==> src/rtl/phase_sequencer_pkg.sv <==
// Shared types and lamp encodings for the four-phase intersection sequencer.
// Lane order everywhere is phase order: SS-straight, SS-turn, CS-straight, CS-turn.
package phase_sequencer_pkg;

    localparam logic [1:0] LAMP_RED    = 2'b00;
    localparam logic [1:0] LAMP_GREEN  = 2'b01;
    localparam logic [1:0] LAMP_YELLOW = 2'b10;

    typedef enum logic [1:0] {
        PH_SS_STRAIGHT = 2'd0,
        PH_SS_TURN     = 2'd1,
        PH_CS_STRAIGHT = 2'd2,
        PH_CS_TURN     = 2'd3
    } phase_t;

    typedef enum logic [1:0] {
        ST_GREEN   = 2'd0,
        ST_YELLOW  = 2'd1,
        ST_ALL_RED = 2'd2
    } state_t;

    function automatic logic is_turn(input phase_t p);
        return (p == PH_SS_TURN) || (p == PH_CS_TURN);
    endfunction

    // Full 8-bit lamp word: only the active phase's lane is lit.
    function automatic logic [7:0] lamp_word(input state_t st, input phase_t p);
        logic [1:0] color;
        case (st)
            ST_GREEN:  color = LAMP_GREEN;
            ST_YELLOW: color = LAMP_YELLOW;
            default:   color = LAMP_RED;
        endcase
        return {6'b000000, color} << {p, 1'b0};
    endfunction

endpackage

==> src/rtl/phase_sequencer_prescaler.sv <==
// Seconds prescaler: wraps 0..CLK_HZ-1 and flags the last cycle of each second.
module sec_prescaler #(
    parameter int CLK_HZ = 1000
) (
    input  logic clk,
    input  logic rst,
    output logic sec_tick
);

    localparam int CW = (CLK_HZ > 1) ? $clog2(CLK_HZ) : 1;
    localparam logic [CW-1:0] LAST = CW'(CLK_HZ - 1);

    logic [CW-1:0] count;

    // NOTE: sequential state uses non-blocking assignments so every flop samples pre-edge values.
    always_ff @(posedge clk or posedge rst) begin
        if (rst) begin
            count <= '0;
        end else if (count == LAST) begin
            count <= '0;
        end else begin
            count <= count + CW'(1);
        end
    end

    assign sec_tick = (count == LAST);

endmodule

==> src/rtl/phase_sequencer.sv <==
// Four-phase traffic sequencer: green/yellow/all-red per phase, demand-skipped turns,
// gap-out on idle approach, and pedestrian walk on straight phases.
module phase_sequencer
    import phase_sequencer_pkg::*;
#(
    parameter int CLK_HZ           = 1000,
    parameter int GREEN_STRAIGHT_S = 120,
    parameter int GREEN_TURN_S     = 60,
    parameter int MIN_GREEN_S      = 10,
    parameter int YELLOW_S         = 4,
    parameter int ALL_RED_S        = 2,
    parameter int WALK_S           = 7
) (
    input  logic       clk,
    input  logic       rst,
    input  logic [3:0] sensor,
    input  logic [1:0] ped_req,
    output logic [7:0] lamp,
    output logic [1:0] walk,
    output logic [1:0] phase,
    output logic       sec_tick
);

    localparam int MAX_GREEN_S = (GREEN_STRAIGHT_S > GREEN_TURN_S) ? GREEN_STRAIGHT_S : GREEN_TURN_S;
    localparam int MAX_CLEAR_S = (YELLOW_S > ALL_RED_S) ? YELLOW_S : ALL_RED_S;
    localparam int MAX_STATE_S = (MAX_GREEN_S > MAX_CLEAR_S) ? MAX_GREEN_S : MAX_CLEAR_S;
    localparam int IW          = $clog2(MAX_STATE_S + 1);

    localparam logic [IW-1:0] STRAIGHT_LAST = IW'(GREEN_STRAIGHT_S - 1);
    localparam logic [IW-1:0] TURN_LAST     = IW'(GREEN_TURN_S - 1);
    localparam logic [IW-1:0] MIN_LAST      = IW'(MIN_GREEN_S - 1);
    localparam logic [IW-1:0] YELLOW_LAST   = IW'(YELLOW_S - 1);
    localparam logic [IW-1:0] ALL_RED_LAST  = IW'(ALL_RED_S - 1);
    localparam logic [IW-1:0] WALK_LAST     = IW'(WALK_S - 1);

    state_t        state, state_next;
    phase_t        cur_phase, phase_next, next_green;
    logic [IW-1:0] interval, interval_next, green_last;
    logic [3:0]    demand, demand_next, lane_mask;
    logic [1:0]    ped_latch, ped_next, walk_next;
    logic          gap_out;

    sec_prescaler #(
        .CLK_HZ(CLK_HZ)
    ) u_prescaler (
        .clk      (clk),
        .rst      (rst),
        .sec_tick (sec_tick)
    );

    // Successor phase when leaving all-red; a turn with no waiting car is passed over.
    always_comb begin
        next_green = phase_t'(cur_phase + 2'd1);
        if (is_turn(next_green) && !demand[next_green]) begin
            next_green = phase_t'(cur_phase + 2'd2);
        end
    end

    assign lane_mask  = 4'b0001 << cur_phase;
    assign green_last = is_turn(cur_phase) ? TURN_LAST : STRAIGHT_LAST;
    assign gap_out    = (interval >= MIN_LAST) && !sensor[cur_phase] && (walk == 2'b00)
                        && ((demand & ~lane_mask) != 4'b0000);

    // NOTE: every always_comb output gets a default first, so no path can infer a latch.
    always_comb begin
        state_next    = state;
        phase_next    = cur_phase;
        interval_next = sec_tick ? interval + IW'(1) : interval;
        walk_next     = walk;
        demand_next   = demand | sensor;
        ped_next      = ped_latch | ped_req;

        case (state)
            ST_GREEN: begin
                if (sec_tick && interval == WALK_LAST) begin
                    walk_next = 2'b00;
                end
                if (sec_tick && (interval == green_last || gap_out)) begin
                    state_next    = ST_YELLOW;
                    interval_next = '0;
                    walk_next     = 2'b00;
                end
            end
            ST_YELLOW: begin
                if (sec_tick && interval == YELLOW_LAST) begin
                    state_next    = ST_ALL_RED;
                    interval_next = '0;
                end
            end
            ST_ALL_RED: begin
                if (sec_tick && interval == ALL_RED_LAST) begin
                    state_next    = ST_GREEN;
                    phase_next    = next_green;
                    interval_next = '0;
                    // A car arriving on the very entry cycle keeps its latch set.
                    demand_next[next_green] = sensor[next_green];
                    if (!is_turn(next_green) && ped_latch[next_green == PH_CS_STRAIGHT]) begin
                        walk_next[next_green == PH_CS_STRAIGHT] = 1'b1;
                        ped_next[next_green == PH_CS_STRAIGHT]  = ped_req[next_green == PH_CS_STRAIGHT];
                    end
                end
            end
            default: begin
                state_next    = ST_ALL_RED;
                interval_next = '0;
                walk_next     = 2'b00;
            end
        endcase
    end

    always_ff @(posedge clk or posedge rst) begin
        if (rst) begin
            state     <= ST_GREEN;
            cur_phase <= PH_SS_STRAIGHT;
            interval  <= '0;
            demand    <= 4'b0000;
            ped_latch <= 2'b00;
            walk      <= 2'b00;
            lamp      <= 8'h00;
        end else begin
            state     <= state_next;
            cur_phase <= phase_next;
            interval  <= interval_next;
            demand    <= demand_next;
            ped_latch <= ped_next;
            walk      <= walk_next;
            lamp      <= lamp_word(state_next, phase_next);
        end
    end

    assign phase = cur_phase;

endmodule
==> config.mk <==
export PLATFORM = sky130hd
export DESIGN_NAME = phase_sequencer
export DESIGN_NICKNAME = d
export VERILOG_FILES = /design/src/rtl/phase_sequencer_pkg.sv /design/src/rtl/phase_sequencer_prescaler.sv /design/src/rtl/phase_sequencer.sv
export SDC_FILE = /design/constraint.sdc
export NUM_CORES = 1
export LEC_CHECK = 0
export ABC_AREA = 1
export CAP_MARGIN = 0
export CORE_MARGIN = 2
export CORE_UTILIZATION = 49
export CTS_CLUSTER_SIZE = 24
export DETAILED_ROUTE_END_ITERATION = 10
export PLACE_DENSITY = 0.78
export SETUP_SLACK_MARGIN = 0.15
export SKIP_CTS_REPAIR_TIMING = 1
export SLEW_MARGIN = 20
export SYNTH_ARGS = -nofsm -noshare
export SYNTH_HDL_FRONTEND = slang
export SYNTH_HIERARCHICAL = 1
export SYNTH_SLANG_ARGS = --single-unit
==> constraint.sdc <==
create_clock -name clk -period 2.3 [get_ports clk]
set_input_delay 0.46 -clock clk [delete_from_list [all_inputs] [get_ports clk]]
set_output_delay 0.46 -clock clk [all_outputs]
set_load 0.005 [all_outputs]
==> results.cfg <==
[power_and_ir_drop]
clkPwrFrac = 0.405
p_switching_uw = 249
p_sw_frac = 0.217
vdd_ir_drop_max_mv = 0.285
power_uw = 1150
seqPwrFrac = 0.565
internal_power_uw = 901
p_leak_uw = 0.00139
power_density_nw_per_um2 = 408
combPwrFrac = 0.030

[clocking]
cts_tree = done
clock_path_buffers = 2
path_clk_slew_ps = 70
cts_sinks = 37
htreeDepth = 2
clk_latency_ps = 290
ctsRootBufferMaster = clkbuf_8
cts_made_buffers = 5

[logic_synthesis]
synth_nets = 329
yosys_warnings = 6
synth_xor_area_frac = 0.0148
synth-compound-area-share = 0.0503
yosys.area_share.simple = 0.398
synth_seq_area_share = 0.392
synth_area_um2 = 2360
synth-edff-count = 0
synthMuxAreaShare = 0
synth_top_family_by_area = simple AND/OR/NAND/NOR gates
synthAdderAreaFrac = 0.0476
async_flop_share = 1.00
postSynthCellCount = 312
synth_cell_types = 34
syn_avg_cell_area_um2 = 7.58
ys_ff_latch = 37
synth_flop_cell = dfrtp_1

[timing]
clock.fmax_mhz = 482
setup_ws_ps = 225
slew_headroom = 0.743
fin_skew_ps = 11.2
setup_viol = 0
slew_violations = 0
holdWs_ps = 465
post-route-period-util = 0.902
tns_ps = 0
tightest_slew_ps = 385
finalHoldViolations = 0
rsz0062_at_grt = true
period_needed_ps = 2070

[layout]
drive_gt1_frac = 0.186
fill_cells = 420
postLayoutCellArea_um2 = 2820
synthToLayoutAreaGrowth_pct = 19.3
n_antenna_cell = 0
final_nets = 362

[floorplan]
fp.dieArea_um2 = 5400
rows = 25
fp.dieW_um = 73.5
initial_core_util = 0.504
die_height_um = 73.5
core_um2 = 4690
ios = 21

[routing]
first_iter_violations = 97
wl_per_cell_um = 11.2
drt-total-wl_mm = 4.47
drt-pass1-iter-count = 4
drcViolationCount = 0
antenna_left = 0
vias = 1960
avgViaCountPerCell = 4.91

[critical_path]
r2r_end = interval[0]$_DFF_PP0_
worstPathArrival_ps = 2230
endpoint_kind = flop
crit_path_end = interval[0]$_DFF_PP0_
critical_path_required_ps = 2460
start_kind = flop
worst_r2r_startpoint = u_prescaler/count[3]$_DFF_PP0_
crit_path_start = u_prescaler/count[3]$_DFF_PP0_
reg2reg_depth = 13
r2r_setup_slack_ps = 230
crit_type = flop to flop
cp_max_fo = 7

[placed_design]
dp_slack_ps = 127
io_buffers = 20
place_congestion = 0.936
place_area_um2 = 2640
dp_hpwl_mm = 3.37

[run_status]
outcome = complete, no violations

[global_routing]
grt_use_total = 0.187
grt_pass1_wl_mm = 7.93
grt.overflow.total = 0
antenna_found_initial = 0
grt_max_degree = 28
grt_pass1_vias = 1877

[worst_hold_path]
hold_path_class = input pin to asynchronous set/reset pin

[run]
max_cap_violations = 0
## synthesized netlist by cell type (2+ instances only)
cell | n | area share
dfrtp_1 | 37 | 0.39
inv_2 | 3 | 0.0048
nor3b_1 | 2 | 0.0063
nor3_1 | 4 | 0.0085
o21ai_0 | 2 | 0.0042
nor2_1 | 49 | 0.078
nand2_2 | 5 | 0.013
nand3_1 | 23 | 0.049
nor2_2 | 9 | 0.024
nand3_2 | 6 | 0.025
nand4_1 | 4 | 0.011
nand2_4 | 4 | 0.019
a21oi_2 | 2 | 0.0074
a21oi_1 | 6 | 0.013
ha_1 | 9 | 0.048
nand2_1 | 75 | 0.12
xor2_1 | 3 | 0.011
inv_1 | 50 | 0.079
nor3_2 | 2 | 0.0085
o21ai_4 | 2 | 0.014
nand4_2 | 2 | 0.011
## power by group through the flow
stage	registers [uW]	logic, uW	clock network (uW)
global placement	663	35.0	0
detailed placement	663	35.4	0
global route	650	39.2	507
CTS	650	35.7	486
finish	650	34.3	466
floorplan	663	14.3	0
## critical path, cell delays in order, from the launching register on
cell and delay [ps]:
dfrtp_1 450, inv_1 110, nand2_1 60, nor2_1 110, nand3_2 110, inv_4 100
buf_12 110, nand2_1 50, inv_1 70, nand3_1 110, nand2_1 170, nand2_1 90
a21oi_2 300, nor3b_1 100
## registers in the layout, summed over array words and instances, names as in the netlist
signal,flops
state,2
demand,4
ped_latch,2
interval,7
walk,2
lamp,8
phase,2
u_prescaler/count,10
## logic make-up after synthesis
logic type	after synthesis
flops	37
fa+ha+maj	9
xor+xnor	4
compound gates	16
buf+inv	57
simple gates	189
## layout make-up
type                       instances  area (um^2)  share of cell area
timing repair buffer              28          275              0.0976
clock inverter                     1         7.51             0.00266
sequential                        37          927               0.329
tap                               54         67.6              0.0240
clock buffer                       6         82.6              0.0293
inverter                          55          216              0.0768
multi-input combinational        218         1240               0.441
## stage by stage
step / instances / utilization
6_report: 399 / 0.601
5_1_grt: 399 / 0.601
3_5_place_dp: 387 / 0.562
2_1_floorplan: 312 / -
4_1_cts: 394 / 0.582
3_3_place_gp: 387 / 0.562
## worst min path at each step
| stage | startpoint | to | cells past startpoint |
|---|---|---|---|
| floorplan | rst | u_prescaler/count[0]$_DFF_PP0_ | 1 |
| global placement | ped_latch[1]$_DFF_PP0_ | ped_latch[1]$_DFF_PP0_ | 1 |
| detailed placement | ped_latch[1]$_DFF_PP0_ | ped_latch[1]$_DFF_PP0_ | 1 |
| finish | rst | u_prescaler/count[1]$_DFF_PP0_ | 2 |
| CTS | rst | u_prescaler/count[2]$_DFF_PP0_ | 2 |
| global route | ped_latch[1]$_DFF_PP0_ | ped_latch[1]$_DFF_PP0_ | 1 |
## layer usage
metal / track usage / vias to the layer above / share of wire
met5: 0 / - / 0
met2: 0.303 / 40 / 0.46
met3: 0.0384 / 7 / 0.039
met1: 0.250 / 888 / 0.48
li1: - / 1025 / -
met4: 0.0626 / 0 / 0.019
## placed cells by master (no fill, tap or decap), types with 2 or more instances in the layout
| cell | count |
|---|---|
| a21oi_1 | 6 |
| a21oi_2 | 2 |
| buf_4 | 7 |
| clkbuf_8 | 6 |
| clkdlybuf4s50_1 | 19 |
| dfrtp_1 | 36 |
| ha_1 | 7 |
| ha_4 | 2 |
| inv_1 | 48 |
| inv_2 | 4 |
| inv_4 | 2 |
| nand2_1 | 74 |
| nand2_2 | 6 |
| nand2_4 | 4 |
| nand3_1 | 22 |
| nand3_2 | 7 |
| nand4_1 | 4 |
| nand4_2 | 2 |
| nor2_1 | 48 |
| nor2_2 | 10 |
| nor3_1 | 4 |
| nor3_2 | 2 |
| nor3b_1 | 2 |
| o21ai_0 | 2 |
| o21ai_4 | 2 |
| xor2_1 | 3 |
Power figures use the tool's default switching activity.
==> patch (same settings) <==
Remove the register `lamp`: a continuous assignment takes its place, so the output `lamp` follows one clock earlier.
--- a/src/rtl/phase_sequencer.sv
+++ b/src/rtl/phase_sequencer.sv
@@ -117,5 +117,4 @@
             ped_latch <= 2'b00;
             walk      <= 2'b00;
-            lamp      <= 8'h00;
         end else begin
             state     <= state_next;
@@ -125,7 +124,8 @@
             ped_latch <= ped_next;
             walk      <= walk_next;
-            lamp      <= lamp_word(state_next, phase_next);
         end
     end
+
+    assign lamp = lamp_word(state_next, phase_next);
 
     assign phase = cur_phase;
Behaviour: not the same (Yosys sat finds a counterexample within 4 cycles, from zero or initial values and one cycle with rst high).
==> patch against the unedited design <==
- the flow now finishes with violations (setup timing)
- cell count grew 13%
- sequential cell count shrank 8
- area after synthesis shrank 7.9%
- worst setup slack lost 0.49 ns
- routed wire length grew 19%
- design area grew 11%
- clock power grew 16%
- core utilization grew 12 points
- total power shrank 5.5%
- global-route usage grew 4.0 points
- die area shrank 7.5%
- largest cell class unchanged
- largest power group is now the clock network
==> patch: results (changes against the unedited design) <==
timing:
  finalSetupViolCount: 8  # +8
  finClkSkew_ns: 0.00622  # -0.00494 ns
  maxSlewHeadroom: 0.731  # -0.0118
  worst_slack_ns: -0.266  # -0.491 ns
global_routing:
  first_global_vias: 2219  # +18%
  grt_pass1_wl_um: 9230  # +16%
  track_usage: 0.228  # +0.0405
  grt_max_degree: 13  # -54%
yosys:
  synthAdderAreaFrac: 0.0517  # +0.00408
  synthTopCellsByArea: "dfrtp_1 33%, nand2_1 12%, inv_1 8.8%"
  seq_area_frac_synth: 0.333  # -0.0584
  avgSynthCellArea_um2: 7.12  # -6.1%
  synth-xor-area-share: 0.0161  # +0.00127
  syn-num-nets: 323  # -1.8%
  yosysUniqueCellTypes: 37  # +8.8%
route:
  vias_per_cell: 4.89  # -0.44%
  wire_per_inst_um: 11.9  # +5.9%
  wl_um: 5320  # +19%
pwr:
  p_int_w: 0.000880  # -2.4%
  vdd_drop_max_uv: 293  # +2.6%
placement:
  dpl.hpwl_um: 3990  # +18%
  place.gp.congestion: 0.854  # -8.7%
  place_ws_ns: -0.511  # -0.638 ns
  placedInstanceArea_um2: 2920  # +11%
final_layout:
  nets: 413  # +14%
  num-fill-cells: 339  # -19%
status:
  outcome: "complete, but fails checks"
  violations: "setup timing"
critical_path:
  cp.arrival_ns: 2.11  # -0.12 ns
  critPathSlowestCell: "dfrtp_2"
  crit_start: "phase[1]"
[patch: cell types whose count changed after synthesis, moves of 3 or more]
| cell | before | now |
|---|---|---|
| nand3_1 | 23 | 17 |
| nand2_1 | 75 | 68 |
| inv_2 | 3 | 7 |
| dfrtp_1 | 37 | 29 |
| nand2_2 | 5 | 14 |
| nand2_4 | 4 | 1 |
[patch: layer usage]
metal | track usage | part of all wire | vias to the layer above
met4 | 0.0860 | 0.020 | 0
li1 | - | - | 1114
met2 | 0.408 | 0.51 | 41
met3 | 0.0456 | 0.038 | 12
met5 | 0 | 0 | -
met1 | 0.270 | 0.43 | 1029
[patch: worst paths after layout]
check                               end  slack [ns]
hold reg to reg            ped_latch[1]        0.52
setup / recovery                lamp[2]       -0.27
max in group asynchronous   interval[4]        1.37
hold / removal              interval[1]        0.46
setup reg to reg              demand[0]        0.29
min in group clk           ped_latch[1]        0.52
[patch: final cells by class]
| class | count | area share |
|---|---|---|
| clock buffers | 7 | 0.0276 |
| clock inverters | 1 | 0.00958 |
| inverters | 60 | 0.0759 |
| multi-input cells | 215 | 0.419 |
| flip-flops and latches | 29 | 0.232 |
| well taps | 52 | 0.0208 |
| repair buffers | 85 | 0.215 |
[patch: cells by family (layout without fill, tap and decap cells)]
| group | after synthesis | after routing |
|---|---|---|
| AOI/OAI and AO/OA | 18 | 18 |
| xor gates and xnor gates | 4 | 4 |
| adders and majority gates | 9 | 9 |
| buffers and inverters | 62 | 153 |
| DFF | 29 | 29 |
| and+or+nand+nor | 184 | 184 |
[patch: power by group through the flow]
stage                     Clock, W  Sequential, W  Combinational, W
after floorplan                  0       0.000520         0.0000119
after global placement           0       0.000519         0.0000351
after detailed placement         0       0.000519         0.0000355
after CTS                 0.000553       0.000510         0.0000357
after global routing      0.000575       0.000510         0.0000400
final                     0.000541       0.000510         0.0000351
